File: config.mk
export PLATFORM = sky130hd
export DESIGN_NAME = ocm_noise_reader
export DESIGN_NICKNAME = d
export VERILOG_FILES = /design/src/rtl/ocm_noise_reader.sv
export SDC_FILE = /design/constraint.sdc
export NUM_CORES = 1
export LEC_CHECK = 0
export ABC_AREA = 1
export BUFFER_PORTS_ARGS = -buffer_cell sky130_fd_sc_hd__buf_2
export CORE_ASPECT_RATIO = 1.2
export CORE_MARGIN = 2
export CORE_UTILIZATION = 41
export CTS_BUF_LIST = sky130_fd_sc_hd__clkbuf_2 sky130_fd_sc_hd__clkbuf_4 sky130_fd_sc_hd__clkbuf_8
export CTS_CLUSTER_DIAMETER = 100
export DETAILED_ROUTE_END_ITERATION = 7
export SYNTH_ARGS = -nofsm -noshare
export SYNTH_HDL_FRONTEND = slang
export SYNTH_SLANG_ARGS = --single-unit
File: constraint.sdc
create_clock -name clk -period 2.2 [get_ports clk]
set_input_delay 0.22 -clock clk [delete_from_list [all_inputs] [get_ports clk]]
set_output_delay 0.22 -clock clk [all_outputs]
set_load 0.01 [all_outputs]
File: src/rtl/ocm_noise_reader.sv
// ocm_noise_reader
// Streaming read engine for port 2 of the 64-bit noise on-chip memory.
// It walks a window of words, unpacks each word into four 16-bit samples
// (low lane first) and emits them on a valid/ready stream. A two-word buffer
// together with the one-cycle read latency keeps one sample per cycle
// flowing under continuous ready and never loses data under backpressure.

module ocm_noise_reader #(
    parameter int DEPTH    = 8960,
    parameter int ADDR_W   = 14,
    parameter int SAMPLE_W = 16
) (
    input  logic                clk,
    input  logic                reset_n,
    input  logic                start,
    input  logic                stop,
    input  logic [ADDR_W-1:0]   cfg_base,
    input  logic [ADDR_W-1:0]   cfg_len,
    input  logic                cfg_loop,
    output logic [ADDR_W-1:0]   mem_address,
    output logic                mem_chipselect,
    output logic                mem_clken,
    output logic                mem_write,
    output logic [7:0]          mem_byteenable,
    input  logic [63:0]         mem_readdata,
    output logic [SAMPLE_W-1:0] smp_data,
    output logic                smp_valid,
    input  logic                smp_ready,
    output logic                busy,
    output logic                done,
    output logic [15:0]         wrap_cnt
);

    localparam logic [ADDR_W-1:0] LAST_ADDR = ADDR_W'(DEPTH - 1);
    localparam logic [ADDR_W-1:0] ONE_ADDR  = ADDR_W'(1);

    typedef enum logic [1:0] {
        IDLE,
        RUN,
        DRAIN
    } state_t;

    state_t             state_q, state_d;
    logic [ADDR_W-1:0]  addr_q, addr_d;
    logic [ADDR_W-1:0]  remain_q, remain_d;
    logic [ADDR_W-1:0]  base_q, base_d;
    logic [ADDR_W-1:0]  len_q, len_d;
    logic               loop_q, loop_d;
    logic               inflight_q, inflight_d;
    logic               zdone_q, zdone_d;
    logic [1:0]         cnt_q, cnt_d;
    logic [1:0]         lane_q, lane_d;
    logic [63:0]        buf0_q, buf0_d;
    logic [63:0]        buf1_q, buf1_d;
    logic [15:0]        wrap_q, wrap_d;

    logic [1:0]         occ;
    logic               issue;
    logic               xfer;
    logic               pop;
    logic               push;
    logic               final_xfer;
    logic               start_acc;

    // Occupancy counts words already buffered plus the read still in flight
    assign occ        = cnt_q + {1'b0, inflight_q};
    assign issue      = (state_q == RUN) && (occ < 2'd2) && !stop;
    assign smp_valid  = (cnt_q != 2'd0);
    assign xfer       = smp_valid && smp_ready;
    assign pop        = xfer && (lane_q == 2'd3);
    assign push       = inflight_q;
    assign final_xfer = (state_q == DRAIN) && pop && (cnt_q == 2'd1) && !inflight_q;
    assign start_acc  = (state_q == IDLE) && start && !stop;

    assign mem_address    = addr_q;
    assign mem_chipselect = issue;
    assign mem_clken      = issue;
    assign mem_write      = 1'b0;
    assign mem_byteenable = 8'hFF;
    assign busy           = (state_q != IDLE);
    assign done           = !stop && (zdone_q || final_xfer);
    assign wrap_cnt       = wrap_q;

    // Select the current lane of the head word, lowest 16 bits first
    always_comb begin
        smp_data = buf0_q[SAMPLE_W-1:0];
        unique case (lane_q)
            2'd0: smp_data = buf0_q[SAMPLE_W-1:0];
            2'd1: smp_data = buf0_q[2*SAMPLE_W-1:SAMPLE_W];
            2'd2: smp_data = buf0_q[3*SAMPLE_W-1:2*SAMPLE_W];
            2'd3: smp_data = buf0_q[4*SAMPLE_W-1:3*SAMPLE_W];
        endcase
    end

    // Next-state logic: FSM, address walker, word buffer and lane counter; stop overrides all
    always_comb begin
        state_d    = state_q;
        addr_d     = addr_q;
        remain_d   = remain_q;
        base_d     = base_q;
        len_d      = len_q;
        loop_d     = loop_q;
        inflight_d = issue;
        zdone_d    = 1'b0;
        cnt_d      = cnt_q;
        lane_d     = xfer ? (lane_q + 2'd1) : lane_q;
        buf0_d     = buf0_q;
        buf1_d     = buf1_q;
        wrap_d     = wrap_q;

        if (pop && push) begin
            if (cnt_q == 2'd2) begin
                buf0_d = buf1_q;
                buf1_d = mem_readdata;
            end else begin
                buf0_d = mem_readdata;
            end
        end else if (pop) begin
            buf0_d = buf1_q;
            cnt_d  = cnt_q - 2'd1;
        end else if (push) begin
            if (cnt_q == 2'd0) begin
                buf0_d = mem_readdata;
            end else begin
                buf1_d = mem_readdata;
            end
            cnt_d = cnt_q + 2'd1;
        end

        unique case (state_q)
            IDLE: begin
                if (start_acc) begin
                    wrap_d   = 16'd0;
                    base_d   = cfg_base;
                    len_d    = cfg_len;
                    loop_d   = cfg_loop;
                    addr_d   = cfg_base;
                    remain_d = cfg_len;
                    if (cfg_len != '0) begin
                        state_d = RUN;
                    end else begin
                        zdone_d = 1'b1;
                    end
                end
            end
            RUN: begin
                if (issue) begin
                    if (remain_q == ONE_ADDR) begin
                        if (loop_q) begin
                            addr_d   = base_q;
                            remain_d = len_q;
                            if (wrap_q != 16'hFFFF) begin
                                wrap_d = wrap_q + 16'd1;
                            end
                        end else begin
                            state_d = DRAIN;
                        end
                    end else begin
                        addr_d   = (addr_q == LAST_ADDR) ? '0 : (addr_q + ONE_ADDR);
                        remain_d = remain_q - ONE_ADDR;
                    end
                end
            end
            DRAIN: begin
                if (final_xfer) begin
                    state_d = IDLE;
                end
            end
            default: state_d = IDLE;
        endcase

        if (stop) begin
            state_d    = IDLE;
            cnt_d      = 2'd0;
            lane_d     = 2'd0;
            inflight_d = 1'b0;
            zdone_d    = 1'b0;
        end
    end

    // State registers, cleared asynchronously so a mid-run reset discards everything
    always_ff @(posedge clk or negedge reset_n) begin
        if (!reset_n) begin
            state_q    <= IDLE;
            addr_q     <= '0;
            remain_q   <= '0;
            base_q     <= '0;
            len_q      <= '0;
            loop_q     <= 1'b0;
            inflight_q <= 1'b0;
            zdone_q    <= 1'b0;
            cnt_q      <= 2'd0;
            lane_q     <= 2'd0;
            buf0_q     <= '0;
            buf1_q     <= '0;
            wrap_q     <= 16'd0;
        end else begin
            state_q    <= state_d;
            addr_q     <= addr_d;
            remain_q   <= remain_d;
            base_q     <= base_d;
            len_q      <= len_d;
            loop_q     <= loop_d;
            inflight_q <= inflight_d;
            zdone_q    <= zdone_d;
            cnt_q      <= cnt_d;
            lane_q     <= lane_d;
            buf0_q     <= buf0_d;
            buf1_q     <= buf1_d;
            wrap_q     <= wrap_d;
        end
    end

endmodule
; ---- Yosys cells after proc, flatten, opt, wreduce, memory -nomap -nowiden
; Index checks and enable logic that the tools add are counted.
; Widths: inputs -> output; s select.
[word_totals]
ff_bits = 209
latch_bits = 0
mem_bits_rw = 0
mem_bits_ro = 0
in_bits = 98
output_inout_bits = 60
word_cells = 127
n_memories = 0
[classes]
add_sub_neg = 7
n_mul = 0
n_div = 0
order_cmp = 1
n_eq_ne = 26
shifts = 0
muxes = 47
bitwise = 0
reduce_logical = 33
[op_table]
columns = operator, count
row1 = $mux 64, 10
row2 = $mux 14, 9
row3 = $mux 16, 5
row4 = $pmux 16 s4, 1
row5 = $pmux 14 s2, 2
row6 = $pmux 16 s2, 1
row7 = $mux 2, 13
row8 = $add 16x1->16 const B, 1
row9 = $ne 16x16->1 const B, 1
row10 = $ne 3x3->1 const B, 5
row11 = $add 14x1->14 const B, 1
row12 = $eq 14x1->1 const B, 1
row13 = $eq 14x14->1 const B, 1
row14 = $reduce_bool 14->1, 1
row15 = $sub 14x1->14 const B, 1
row16 = $reduce_and 6->1, 2
row17 = $logic_and 1x1->1, 11
row18 = $ne 2x2->1 const B, 5
row19 = $reduce_bool 2->1, 5
row20 = $reduce_bool 3->1, 3
row21 = $eq 2x2->1 const B, 4
row22 = $ne 2x1->1 const B, 4
row23 = $reduce_and 4->1, 2
row24 = $eq 2x1->1 const B, 3
row25 = 11 further kinds, 22

; ---- Logic depth before layout (Yosys ltp)
[logic_depth]
depth_word = 9
ltp_mapped = 13
ltp_nobuf = 12

; ---- Least setup slack after synthesis
; OpenSTA, ideal clock, no wires.
[synth_timing]
path_kind = register to register
startpoint = reg cnt_q[0]
endpoint = reg buf0_q[43]
setup_time_ns = 0.130
t_arrival_ns = 1.579
t_required_ns = 2.070
slack_ns = 0.491
path_stages_with_launch = 11
path_buffers = 2
period_less_slack_ns = 1.709
path_cell_list = dfrtp_1 -> inv_1 -> ha_1 -> nor2_2 -> nand2_2 -> inv_1 -> o21ai_1 -> buf_2 -> buf_2 -> o211ai_1 -> o21ai_0
[synth_via]
elab_chain_cells = 6
elab_cells_between_ends = 12
cone_classes = 1 x eq/ne / 3 x mux / 8 x reduce/logical
[synth_rtl]
columns = item, line_no
row1 = from (decl), 51  ; logic [1:0] cnt_q, cnt_d;
row2 = from (signal assigned), 206  ; cnt_q <= cnt_d;
row3 = $reduce_bool 2->1, 68  ; assign smp_valid = (cnt_q != 2'd0);
row4 = $logic_and 1x1->1, 69  ; assign xfer = smp_valid && smp_ready;
row5 = $logic_and 1x1->1, 70  ; assign pop = xfer && (lane_q == 2'd3);
row6 = $logic_and 1x1->1, 111  ; if (pop && push) begin
row7 = $reduce_bool 3->1 (no source line), -
row8 = $reduce_and 2->1 (no source line), -
row9 = to (signal assigned), 208  ; buf0_q <= buf0_d;
row10 = to (decl), 53  ; logic [63:0] buf0_q, buf0_d;
; Several ways; a longest one is shown, not always the timed one.
; A chain may end at the register's enable or synchronous reset.

; ---- Worst setup path in the final report
[layout_timing]
startpoint = reg lane_q[0]
endpoint = out smp_data[14]
[layout_via]
elab_chain_cells = 2
elab_cells_between_ends = 5
cone_classes = 3 x eq/ne / 1 x mux / 1 x reduce/logical
[layout_rtl]
columns = item, line_no
row1 = from (decl), 52  ; logic [1:0] lane_q, lane_d;
row2 = from (signal assigned), 207  ; lane_q <= lane_d;
row3 = $eq 2x2->1 (tied with other cells), 87  ; unique case (lane_q)
row4 = $pmux 16 s4 *, 87
row5 = to (decl), 26  ; output logic [SAMPLE_W-1:0] smp_data,
; Mark *: on every way between the ends. The rest lies on a longest branch, timed or not.

==> results.yml <==
run_status:
  outcome: "finished clean"
cells_and_area:
  fillCellCount: 2562
  antenna_cells: 0
  final_util_pct: 53.7
  fin_nets: 1810
  synthToLayoutAreaGrowth_pct: 29.4
  drive_gt1_share_pct: 19.7
  final_design_area_no_fill_um2: 14500
die:
  die_height_um: 185
  core_um2: 26900
  start_util_pct: 41.5
  die_w_um: 155
  rows: 66
  dieArea_um2: 28600
  pin_count: 158
synthesis:
  yosysMostFrequentCell: "nand2_1"
  synth_ff_type: "dfrtp_1"
  synth_edf_count: 0
  synthTopCellsByArea: "dfrtp_1, nand2_1, o21ai_0"
  postSynth.asyncResetShare_pct: 100
  yosysTopAreaCell: "dfrtp_1"
  yosysWarnings: 0
  synth_common_cells: "nand2_1, dfrtp_1, inv_1, o21ai_0, nor2_1"
  yosysSeqAreaShare_pct: 46.8
  syn_area_um2: 11200
  synth_cell_types: 33
  synthCells: 1462
  yosys_register_bits: 209
  synth_top_area_share_pct: 46.8
  syn_avg_cell_area_um2: 7.64
clocking:
  clk_latency_ps: 540
  cts_root_buffer: "clkbuf_8"
  numCtsBuffers: 38
  clockBufferDepth: 3
  clock_sinks: 209
  cts_tree: "built"
  clk_pin_slew_ps: 60
  cts_max_level: 2
worst_setup_path:
  path_class: "flop to primary output"
  worst_path_max_delay_cell: "dfrtp_1"
  setup.worst_path.start: "lane_q[0]$_DFFE_PN0P_"
  cp_num_buf_inv: 4
  crit_required_ps: 1980
  rr_startpoint: "lane_q[1]$_DFFE_PN0P_"
  crit_chain: "inv_2 > ha_4 > inv_4 > buf_12 > o22ai_2 > a211oi_2 > a21oi_2 > buf_2"
  critPathMaxStageDelay_ps: 400
  crit_family: "buffers and inverters"
  cp_max_fo: 8
  end_kind: "primary output"
  worst_setup_path_start_kind: "flop"
  crit_arrival_ps: 1960
worst_hold_path:
  holdCritStartpoint: "mem_readdata[8]"
  hold_class: "primary input to flop"
power:
  ir_worst_vdd_uv: 504
  power.leakage_nw: 7.31
  powerDensity_nw_per_um2: 865
  power_mw: 12.5
route:
  vias: 10190
  first_iter_violations: 575
  firstDrtPassIters: 6
  antenna_left: 0
  drc_errors: 0
  routedWlPerCell_um: 14.9
  routed_wl_um: 30700
  viasPerCell: 4.94
timing:
  slew_viol_final: 0
  setup_violations: 0
  rsz0062_at_grt: "true"
  finalSetupTns_ps: 0
  fmax_mhz: 459
  worstMarginPinSlew_ps: 565
  period_share_pct: 98.9
  worst_slack_ps: 23.2
  clock_skew_ps: 20.8
  relSlewSlack_pct: 62.3
  period_needed_ps: 2180
  hold_viol_final: 0
grt:
  grt_use_total_pct: 21.3
  grt_max_degree: 69
  grt_pass1_vias: 9815
  antenna_found_initial: 0
  gr-total-overflow: 0
  grt_pass1_wl_um: 49200
placed_design:
  dp_hpwl_um: 20200
  placed_cell_area_um2: 12300
  port_buffers: 148
  pre_cts_slack_ps: 255
  gp_congestion: 0.842
flow_run:
  cap_violations: 0
through the flow:
stage | cells | hold slack (ps)
6_report | 2063 | 15.7
5_1_grt | 2063 | 14.0
4_1_cts | 2056 | 0.984
3_5_place_dp | 1903 | 265
3_3_place_gp | 1903 | 271
2_1_floorplan | 1469 | -75.6
worst paths after layout:
kind                                              endpoint  slack (ps)  cells past startpoint
max in group asynchronous       mem_address[7]$_DFFE_PN0P_        1200                      3
worst min-delay path                 buf1_q[8]$_DFFE_PN0P_          20                      3
worst min register to register        len_q[2]$_DFFE_PN0P_         470                      2
worst max-delay path                          smp_data[14]          20                      8
worst max register to register      buf0_q[57]$_DFFE_PN0P_         200                     10
min in group asynchronous           buf1_q[12]$_DFFE_PN0P_         250                      2
sequential cells by signal (all words and copies together) (netlist names):
| name | flops |
|---|---|
| len_q | 14 |
| cnt_q | 2 |
| base_q | 14 |
| lane_q | 2 |
| buf0_q | 64 |
| wrap_cnt | 16 |
| zdone_q | 1 |
| inflight_q | 1 |
| loop_q | 1 |
| mem_address | 14 |
| remain_q | 14 |
| buf1_q | 64 |
| state_q | 2 |
worst reg2reg max path, cell delays in order, from the launching register on:
cell      delay, ps
dfrtp_1         430
ha_2            230
buf_4           140
nand2_2          70
buf_4           150
inv_1            80
o21ai_4         100
buf_4           370
nand2_1         120
o211ai_1        110
o21ai_0         110
what timing repair did:
action                                 in CTS  in global routing
setup endpoints to repair                  14                 19
endpoints found under the hold margin     145                  0
hold buffers                               85                  0
gates resized for setup                    32                 38
pin swaps                                   5                  9
buffers inserted                            5                  3
gates cloned                                1                  4
cell type report:
class	count	area [µm²]	share of cell area, %
multi-input combinational	969	5050	34.9
inverter	208	786	5.44
tap	340	425	2.94
timing repair buffer	275	2200	15.2
sequential	209	5230	36.2
clock buffer	59	743	5.14
clock inverter	3	22.5	0.156
cells by family (layout without fill, tap and decap cells):
kind of cell             Yosys count  in the layout  share of synthesized area [%]
AO/OA/AOI/OAI                    294            294                           15.4
XOR/XNOR                          20             20                           1.57
other                              2              9                         0.0673
adder cells (fa/ha/maj)           11             11                           1.23
buffers and inverters            291            545                           11.1
flip-flops                       209            209                           46.8
multiplexers                      11             11                           1.11
AND/OR/NAND/NOR                  624            624                           22.8
per-layer routing:
metal  GRT usage, %  up-vias  routed length (µm)
met1           26.6     4754               13300
met3           3.42       56                1400
met5              0        -                   0
met4           7.22        0                 996
met2           37.6      245               14900
li1               -     5135                   -
placed cells by master (no fill, tap or decap), types with 4 or more instances in the layout:
cell type and n:
clkbuf_8 49, dfrtp_1 209, o21ai_0 158, a211oi_2 11, conb_1 9, a21oi_2 7, nand4_1 11, nor2_2 8
nand2_1 405, inv_2 10, clkbuf_4 11, xnor2_1 6, buf_2 147, clkbuf_16 4, o211ai_1 68, a21oi_1 18
buf_12 15, dlygate4sd3_1 85, inv_1 196, nand3_1 51, nor2_4 5, nand2_2 6, xor2_1 14, nor3_1 5
o22ai_4 6, ha_1 6, nor2_1 126, buf_4 20, mux2_2 11, o22ai_2 9
power breakdown:
part / switching [mW] / internal (mW)
Combinational: 1.85 / 1.25
Clock: 1.61 / 2.14
Sequential: 0.703 / 4.95
Total: 4.17 / 8.34
Note: power is estimated with default switching activity, not from simulation.
